<file path="config.mk">
export PLATFORM = sky130hd
export DESIGN_NAME = cpu31_ctrl
export DESIGN_NICKNAME = d
export VERILOG_FILES = /design/src/rtl/cpu31_ctrl.sv
export SDC_FILE = /design/constraint.sdc
export NUM_CORES = 1
export LEC_CHECK = 0
export ABC_AREA = 1
export CAP_MARGIN = 30
export CELL_PAD_IN_SITES_DETAIL_PLACEMENT = 1
export CELL_PAD_IN_SITES_GLOBAL_PLACEMENT = 1
export CORE_ASPECT_RATIO = 1.75
export CORE_MARGIN = 8
export CORE_UTILIZATION = 31
export DETAILED_ROUTE_END_ITERATION = 8
export GPL_TIMING_DRIVEN = 1
export PLACE_DENSITY_LB_ADDON = 0.1
export SYNTH_ARGS = -nofsm -noshare
export SYNTH_HDL_FRONTEND = slang
export SYNTH_SLANG_ARGS = --single-unit
</file>
<file path="constraint.sdc">
create_clock -name clk -period 4 [get_ports clk]
set_input_delay 0.8 -clock clk [delete_from_list [all_inputs] [get_ports clk]]
set_output_delay 0.8 -clock clk [all_outputs]
set_load 0.01 [all_outputs]
</file>
<file path="src/rtl/cpu31_ctrl.sv">
// Multi-cycle FETCH/DECODE/EXEC/MEM/WB controller for the 31-instruction MIPS core.
// State and IR are registered; every other output is decoded from state, IR and ALU flags.
module cpu31_ctrl #(
    parameter bit TRAP_ON_OVF = 1'b1
) (
    input  logic        clk,
    input  logic        rst,
    input  logic [31:0] instr,
    input  logic        imem_ready,
    input  logic        dmem_ready,
    input  logic        alu_zero,
    input  logic        alu_ovf,
    output logic [31:0] ir,
    output logic [3:0]  aluc,
    output logic        a_sel,
    output logic [1:0]  b_sel,
    output logic        pc_we,
    output logic [1:0]  pc_src,
    output logic        rf_we,
    output logic [1:0]  rf_wdst,
    output logic [1:0]  rf_wsrc,
    output logic        dm_re,
    output logic        dm_we,
    output logic        exc_ovf,
    output logic        illegal
);

    typedef enum logic [2:0] {
        S_FETCH,
        S_DECODE,
        S_EXEC,
        S_MEM,
        S_WB
    } state_t;

    state_t      state_q, state_d;
    logic [31:0] ir_q, ir_d;

    logic [5:0]  op, fn;
    logic        legal, isRtype, isJ, isJal, isJr, isBeq, isBne, isLw, isSw, isTrapOp;
    logic [3:0]  decAluc;
    logic        decAsel;
    logic [1:0]  decBsel;

    assign op      = ir_q[31:26];
    assign fn      = ir_q[5:0];
    assign isRtype = (op == 6'h00);
    assign ir      = ir_q;

    // Instruction decode table: ALU opcode, operand selects and instruction class.
    always_comb begin
        legal    = 1'b1;
        isJ      = 1'b0;
        isJal    = 1'b0;
        isJr     = 1'b0;
        isBeq    = 1'b0;
        isBne    = 1'b0;
        isLw     = 1'b0;
        isSw     = 1'b0;
        isTrapOp = 1'b0;
        decAluc  = 4'b0000;
        decAsel  = 1'b0;
        decBsel  = 2'd0;
        case (op)
            6'h00: begin
                case (fn)
                    6'h20: begin decAluc = 4'b0010; isTrapOp = 1'b1; end
                    6'h21: decAluc = 4'b0000;
                    6'h22: begin decAluc = 4'b0011; isTrapOp = 1'b1; end
                    6'h23: decAluc = 4'b0001;
                    6'h24: decAluc = 4'b0100;
                    6'h25: decAluc = 4'b0101;
                    6'h26: decAluc = 4'b0110;
                    6'h27: decAluc = 4'b0111;
                    6'h2A: decAluc = 4'b1011;
                    6'h2B: decAluc = 4'b1010;
                    6'h00: begin decAluc = 4'b1110; decAsel = 1'b1; end
                    6'h02: begin decAluc = 4'b1101; decAsel = 1'b1; end
                    6'h03: begin decAluc = 4'b1100; decAsel = 1'b1; end
                    6'h04: decAluc = 4'b1110;
                    6'h06: decAluc = 4'b1101;
                    6'h07: decAluc = 4'b1100;
                    6'h08: isJr = 1'b1;
                    default: legal = 1'b0;
                endcase
            end
            6'h02: isJ = 1'b1;
            6'h03: isJal = 1'b1;
            6'h04: begin isBeq = 1'b1; decAluc = 4'b0001; end
            6'h05: begin isBne = 1'b1; decAluc = 4'b0001; end
            6'h08: begin decAluc = 4'b0010; decBsel = 2'd1; isTrapOp = 1'b1; end
            6'h09: begin decAluc = 4'b0000; decBsel = 2'd1; end
            6'h0A: begin decAluc = 4'b1011; decBsel = 2'd1; end
            6'h0B: begin decAluc = 4'b1010; decBsel = 2'd1; end
            6'h0C: begin decAluc = 4'b0100; decBsel = 2'd2; end
            6'h0D: begin decAluc = 4'b0101; decBsel = 2'd2; end
            6'h0E: begin decAluc = 4'b0110; decBsel = 2'd2; end
            6'h0F: begin decAluc = 4'b1000; decBsel = 2'd2; end
            6'h23: begin isLw = 1'b1; decAluc = 4'b0000; decBsel = 2'd1; end
            6'h2B: begin isSw = 1'b1; decAluc = 4'b0000; decBsel = 2'd1; end
            default: legal = 1'b0;
        endcase
    end

    // Sequencing and output strobes; rst forces every strobe low so an abort leaves no partial write.
    always_comb begin
        state_d = state_q;
        ir_d    = ir_q;
        aluc    = 4'b0000;
        a_sel   = 1'b0;
        b_sel   = 2'd0;
        pc_we   = 1'b0;
        pc_src  = 2'd0;
        rf_we   = 1'b0;
        rf_wdst = 2'd0;
        rf_wsrc = 2'd0;
        dm_re   = 1'b0;
        dm_we   = 1'b0;
        exc_ovf = 1'b0;
        illegal = 1'b0;
        case (state_q)
            S_FETCH: begin
                if (imem_ready) begin
                    ir_d    = instr;
                    pc_we   = 1'b1;
                    state_d = S_DECODE;
                end
            end
            S_DECODE: begin
                state_d = S_EXEC;
                if (!legal) begin
                    illegal = 1'b1;
                    state_d = S_FETCH;
                end else if (isJ || isJal) begin
                    pc_we   = 1'b1;
                    pc_src  = 2'd2;
                    rf_we   = isJal;
                    rf_wdst = isJal ? 2'd2 : 2'd0;
                    rf_wsrc = isJal ? 2'd2 : 2'd0;
                    state_d = S_FETCH;
                end else if (isJr) begin
                    pc_we   = 1'b1;
                    pc_src  = 2'd3;
                    state_d = S_FETCH;
                end
            end
            S_EXEC: begin
                aluc  = decAluc;
                a_sel = decAsel;
                b_sel = decBsel;
                if (isBeq || isBne) begin
                    pc_src  = 2'd1;
                    pc_we   = isBeq ? alu_zero : ~alu_zero;
                    state_d = S_FETCH;
                end else if (isLw || isSw) begin
                    state_d = S_MEM;
                end else begin
                    state_d = S_WB;
                end
            end
            S_MEM: begin
                aluc  = decAluc;
                a_sel = decAsel;
                b_sel = decBsel;
                dm_re = isLw;
                dm_we = isSw;
                if (dmem_ready) begin
                    state_d = isLw ? S_WB : S_FETCH;
                end
            end
            S_WB: begin
                aluc    = decAluc;
                a_sel   = decAsel;
                b_sel   = decBsel;
                rf_wdst = isRtype ? 2'd0 : 2'd1;
                rf_wsrc = isLw ? 2'd1 : 2'd0;
                if (TRAP_ON_OVF && alu_ovf && isTrapOp) begin
                    exc_ovf = 1'b1;
                end else begin
                    rf_we = 1'b1;
                end
                state_d = S_FETCH;
            end
            default: state_d = S_FETCH;
        endcase
        if (rst) begin
            pc_we   = 1'b0;
            rf_we   = 1'b0;
            dm_re   = 1'b0;
            dm_we   = 1'b0;
            exc_ovf = 1'b0;
            illegal = 1'b0;
        end
    end

    // State and instruction register.
    always_ff @(posedge clk or posedge rst) begin
        if (rst) begin
            state_q <= S_FETCH;
            ir_q    <= '0;
        end else begin
            state_q <= state_d;
            ir_q    <= ir_d;
        end
    end

endmodule

</file>
==> results of run 1 <==
worst min path at each step:
stage	startpoint	endpoint	slack [ps]	cells after the start
after floorplan	ir[17]	ir[17]	510	2
after global placement	ir[13]	ir[13]	450	2
after detailed placement	ir[6]	ir[6]	460	2
after CTS	ir[6]	ir[6]	470	2
after global routing	ir[14]	ir[14]	490	2
final	ir[6]	ir[6]	470	2
worst reg2reg max path, cell delays in order (launching register included):
cell and delay [ps]:
dfrtp_1 400, nor2_1 110, inv_1 60, nor2_1 120, inv_1 100, nor2_4 90, buf_4 370, inv_1 430
nand2_1 170, nand2_1 60
routing by layer:
layer | up-vias | GRT usage [%]
li1 | 1112 | -
met1 | 1030 | 14.1
met2 | 60 | 28.4
met3 | 9 | 4.77
met4 | 0 | 6.65
met5 | - | 0
power groups by stage:
stage               combinational, mW  clock (mW)  sequential [mW]
global route                     1.33       0.430            0.708
detailed placement               1.22           0            0.689
finish                           1.20       0.405            0.684
floorplan                       0.591           0            0.740
global placement                 1.20           0            0.677
CTS                              1.23       0.420            0.686
kinds of logic after synthesis:
kind of cell	count (synthesis)
buffers and inverters	45
and+or+nand+nor	184
DFF	35
AOI/OAI and AO/OA	31
cell usage in the layout (no fill, tap or decap):
cell type / count
nor4_1: 3
nor2_1: 25
clkdlybuf4s50_1: 88
nand2_2: 1
nand2_4: 1
nand3_2: 3
inv_1: 32
nand2_1: 106
o21ai_0: 16
clkbuf_1: 1
nor2_2: 4
buf_4: 2
a21oi_1: 8
inv_2: 5
a31oi_1: 1
nand3_1: 18
dfrtp_1: 35
o41ai_1: 1
nor2_8: 1
o21ai_1: 3
clkbuf_16: 5
clkbuf_8: 2
or2_2: 1
a22o_1: 1
inv_4: 1
nand4_1: 5
nor2_4: 6
o211ai_1: 1
nor3_1: 10
metrics by stage:
step / worst slack [ps] / std cells
after floorplan: 1380 / 295
after global placement: 932 / 460
after detailed placement: 931 / 460
after CTS: 872 / 468
after global routing: 703 / 468
final: 888 / 468
state kept, by name, summed over array words and instances, names as in the netlist:
register	flops
ir	32
state_q	3
final cells by class:
| type | count | area share [%] |
|---|---|---|
| inverters | 38 | 4.55 |
| multi-input cells | 215 | 31.8 |
| well taps | 82 | 3.22 |
| repair buffers | 90 | 28.1 |
| clock buffers | 8 | 4.90 |
| flip-flops and latches | 35 | 27.5 |
==> run metrics, run 1 <==
critical path type reg -> out; Vias/cell 4.72; final period utilization 77.8%; Psw 0.988 mW; vias post-DR 2211; register bit total from synthesis 35; Die Height 124 um; Post-Synth Simple-Gate Area 40.9%; share of power burned in the clock network about 18%; full die area about 0.0097 mm^2; part of the power in registers ~30%; count of cell types in the netlist 27; compound-gate portion of the synthesized area 8.03%; Synth area leader dfrtp_1; ys flop type dfrtp_1; Max-Cap Viols 0; critical-path cell list nor2_2 > nand2_4 > nor2_1 > nor3_1 > nand2_2 > nand2_1 > nor2_1 > clkdlybuf4s50_1; met1 WL 2760 um; Gate Count Post-Synth just under 300; total gr overflow 0; # port buffers 88; adder-cell share of the synthesized area 0%; CP max stage cell clkdlybuf4s50_1; largest family of logic cells by synthesized area simple AND/OR/NAND/NOR gates; slowest stage delay, CP 560 ps; synth cell count leaders nand2_1, dfrtp_1, inv_1, nor2_1, nand3_1; hold buffer count at CTS 0; Final setup viols 0; die width 77.8 um; Total GRT Usage 14.9%; CP arrival 2310 ps; FF+latch area 876 um^2; total setup buffers inserted after CTS 0; clock network latency to the later pin of the worst-skew pair roughly 280 ps; Initial Util approximately a third; CP Launch Type flip-flop; met2 wire len 3810 um; CP delay by family, top simple AND/OR/NAND/NOR gates; initial antenna violation count 0; # DRC 0; power consumption between 2 and 2.5 mW; worst-margin pin slew 654 ps; Ports 89; Pint 1.30 mW; Stages on worst setup path 8; DRT antenna net count 0; Synth top area share 42.2%; min Tclk post-route 3110 ps; largest net degree at the start of global routing 45; pwr dens 718 mW/mm^2; 1st-pass router iterations 4; reg2reg path depth 9; final hold violations 0; Static Leak 1.48 nW; vias in the first global route 2381; setup_tns 0 ps; number of flops mapped to enable cells by yosys 0; Critical Path End Type output pin; CTS Sinks 35; ANT cells 0; Root Driver clkbuf_16; multiplexer share of the synthesized area 0%; Rows 39; Final Instance Area 0.00319 mm^2; Post-Syn Nets 333; DR WL met3 ~450 um; global-route wire length before repair 11500 um; Sw Ratio about 43%; share of cells above drive strength 1 approximately 8.3%; Clock H-tree levels 2; most frequent cell after synthesis nand2_1; top sig layer met4; Post-DP HPWL 5700 um; area occupied by multi-input gates 0.00101 mm^2; VDD IR max 0.424 mV; worst-case clock skew 3.69 ps; Synth Area in XOR/XNOR 0%; CTS tree done; Min-Delay Path Class reg -> reg; normalized max-slew margin 56.3%; Resized Gates After CTS 0; Ys Warns 0; Total Wirelength 7150 um; gp weighted congestion 0.794; syn avg cell area 7.03 um^2; cell repeated most along the worst path nor2_1; wire length per cell 15.3 um; logic gate share of total power 52.5%; TritonCTS Buffers 5; Nets between 400 and 500; Buf/Inv on CP 1; RSZ-0062 raised after global routing no; post-synthesis sequential area ratio between 40% and 50%; final slew viol count 0; Worst-path clk slew 50 ps; Synth area leaders dfrtp_1, nand2_1, inv_1, nor2_1, nand3_1; run status complete, no violations; CTS Buffer Depth 2; starting DRC count in detailed routing 83; Area Growth Syn to Fin 53.9%; Reg2Reg Setup Slack 1980 ps; Final Util 49.2%; worst setup path endpoint rf_wdst[1]; worst path required time 3200 ps; Setup crit start ir[29]; async set-reset flop share out of synthesis 100%; Peak Freq 0.321 GHz; core area roughly 0.0065 mm^2; Placed Area about 0.0030 mm^2; Synth Cell Area 0.00207 mm^2; worst-path fanout max 7; R2R Path End ir[17]; hold_ws 468 ps; Critical R2R Launch state_q[0]; Fillers between 800 and 900
Note: power is estimated with default switching activity, not from simulation.
==> inputs of run 2 (changes only) <==
--- a/config.mk
+++ b/config.mk
@@ -11,7 +11,7 @@
 export CELL_PAD_IN_SITES_GLOBAL_PLACEMENT = 1
 export CORE_ASPECT_RATIO = 1.75
 export CORE_MARGIN = 8
-export CORE_UTILIZATION = 31
+export CORE_UTILIZATION = 29
 export DETAILED_ROUTE_END_ITERATION = 8
 export GPL_TIMING_DRIVEN = 1
 export PLACE_DENSITY_LB_ADDON = 0.1
==> constraint.sdc (replaced) <==
create_clock -name clk -period 3.2 [get_ports clk]
set_input_delay 0.64 -clock clk [delete_from_list [all_inputs] [get_ports clk]]
set_output_delay 0.64 -clock clk [all_outputs]
set_load 0.01 [all_outputs]
==> run 2 against run 1 <==
Net effect:
- count of clock-buffer cells in the layout down 1
- clock power increased by 13%
- design area down 0.43%
- die area is 5.7% higher
- first-iteration DRC count down 29%
- clock skew is 1.2 ps lower
- final cell count up 0.85%
- utilization is 4.3 points lower
==> run metrics, run 2 (synthesized netlist as in run 1, its figures left out) <==
run status complete, no violations; Buf/Inv on CP 4 (+3); worst path required time 2560 ps (-640 ps); total gr overflow 0 (unchanged); Area Growth Syn to Fin 53.2%; final period utilization around nine tenths; vias in the first global route 2436 (+2.3%); # DRC 0 (unchanged); gp weighted congestion 0.774 (-2.6%); CTS Sinks 35 (unchanged); min Tclk post-route between 2000 and 3000 ps; ANT cells 0 (unchanged); Resized Gates After CTS 0 (unchanged); Fillers 913 (+11%); setup_tns 0 ps (unchanged); CP arrival 2300 ps (about the same); reg2reg path depth 9 (unchanged); CP delay by family, top buffers and inverters; vias post-DR 2199 (-0.54%); Worst-path clk slew 50 ps (about the same); Stages on worst setup path 10 (+2); core area 0.00708 mm^2 (+9.1%); share of cells above drive strength 1 8.03% (-0.26 points); Root Driver clkbuf_16; TritonCTS Buffers 5 (unchanged); cell repeated most along the worst path o21ai_1; Pint 1.59 mW (+22%); logic gate share of total power 53.3% (+0.8 points); most frequent cells in the layout nand2_1, clkdlybuf4s50_1, dfrtp_1, inv_1, nor2_1; Final Util 44.9% (-4.3 points); Vias/cell 4.66 (-1.4%); CTS tree done; VDD IR max 0.488 mV (+15%); Die Height 128 um (+3.0%); Nets 423 (unchanged); power consumption 2.81 mW (+22%); largest net degree at the start of global routing 45 (unchanged); Sw Ratio 43.5% (+0.35 points); Largest register FFs 32 (unchanged); starting DRC count in detailed routing 59 (-29%); Rows 41 (+5.1%); critical-path cell list nor2_2 > inv_2 > nor2_8 > inv_4 > nor2_4 > nor2_1 > o21ai_1 > o21ai_1 > inv_1 > clkdlybuf4s50_1; CP Launch Type flip-flop; slowest stage delay, CP 530 ps (-30 ps); DRT antenna net count 0 (unchanged); final slew viol count 0 (unchanged); # port buffers 88 (unchanged); Critical Path End Type output pin; clock network latency to the later pin of the worst-skew pair 270 ps (about the same); worst-margin pin slew 688 ps (+33.9 ps); global-route wire length before repair 11500 um (+0.54%); pwr dens 883 mW/mm^2 (+23%); initial antenna violation count 0 (unchanged); Static Leak 1.47 nW (-0.63%); worst-case clock skew 2.51 ps (-1.18 ps); critical path type reg -> out; worst-path fanout max 7 (unchanged); normalized max-slew margin 54.1% (-2.3 points); die width 79.9 um (+2.7%); Total Wirelength 7120 um (-0.41%); part of the power in registers 30.4% (+0.6 points); Peak Freq 0.340 GHz; CP max stage cell clkdlybuf4s50_1; commonest non-fill, non-tap cell in the layout nand2_1; RSZ-0062 raised after global routing no; Final setup viols 0 (unchanged); hold buffer count at CTS 0 (unchanged); Min-Delay Path Class reg -> reg; Hold Path Stages 2 (unchanged); Max-Cap Viols 0 (unchanged); Clock H-tree levels 2 (unchanged); wire length per cell 15.1 um (-1.2%); Psw 1.22 mW (+23%); 1st-pass router iterations 4 (unchanged); share of power burned in the clock network 16.3% (-1.4 points); Post-DP HPWL 5710 um (+0.28%); full die area 0.0102 mm^2 (+5.7%); Initial Util 29.3% (-2.7 points); CTS Buffer Depth 2 (unchanged); Ports 89 (unchanged); Total GRT Usage 14.4% (-0.56 points); final hold violations 0 (unchanged); total setup buffers inserted after CTS 0 (unchanged)
[run 2: worst min-delay path, stage by stage, from the launching register on]
cell     delay [ps]
dfrtp_1         340
nand2_1          50
nand2_1          50
[run 2: stage by stage]
stage / hold WS [ps] / std cells / instance area [um^2] / setup slack (ps)
2_1_floorplan: 506 / 295 / 2070 / 903
3_3_place_gp: 453 / 464 / 3040 / 438
3_5_place_dp: 461 / 464 / 3040 / 435
4_1_cts: 472 / 472 / 3180 / 225
5_1_grt: 494 / 472 / 3180 / 62.0
6_report: 469 / 472 / 3180 / 257
[run 2: layout make-up]
class                      count  area (um^2)  area share, %
clock buffer                   7          133           4.17
clock inverter                 1         5.00          0.158
inverter                      38          145           4.57
multi-input combinational    215         1010           31.9
sequential                    35          876           27.6
tap                           86          108           3.39
timing repair buffer          90          896           28.2
[run 2: final timing paths]
path	start	endpoint	slack [ps]
max reg2reg	state_q[1]	ir[26]	1180
min	ir[16]	ir[16]	470
min reg2reg	ir[16]	ir[16]	470
min in group asynchronous	rst	ir[24]	980
max in group asynchronous	rst	ir[16]	1890
max	ir[26]	pc_we	260
[run 2: routing by layer]
| metal | GRT usage [%] | wire (um) | vias to the layer above |
|---|---|---|---|
| met5 | 0 | 0 | - |
| met4 | 6.47 | 172 | 0 |
| met3 | 4.21 | 514 | 11 |
| met2 | 26.3 | 3780 | 69 |
| met1 | 14.1 | 2650 | 1013 |
| li1 | - | - | 1106 |
[run 2: power groups by stage]
stage	clock (mW)	combinational, mW	sequential (mW)
finish	0.457	1.50	0.852
floorplan	0	0.739	0.924
detailed placement	0	1.52	0.857
global placement	0	1.51	0.842
CTS	0.483	1.53	0.856
global route	0.496	1.67	0.889
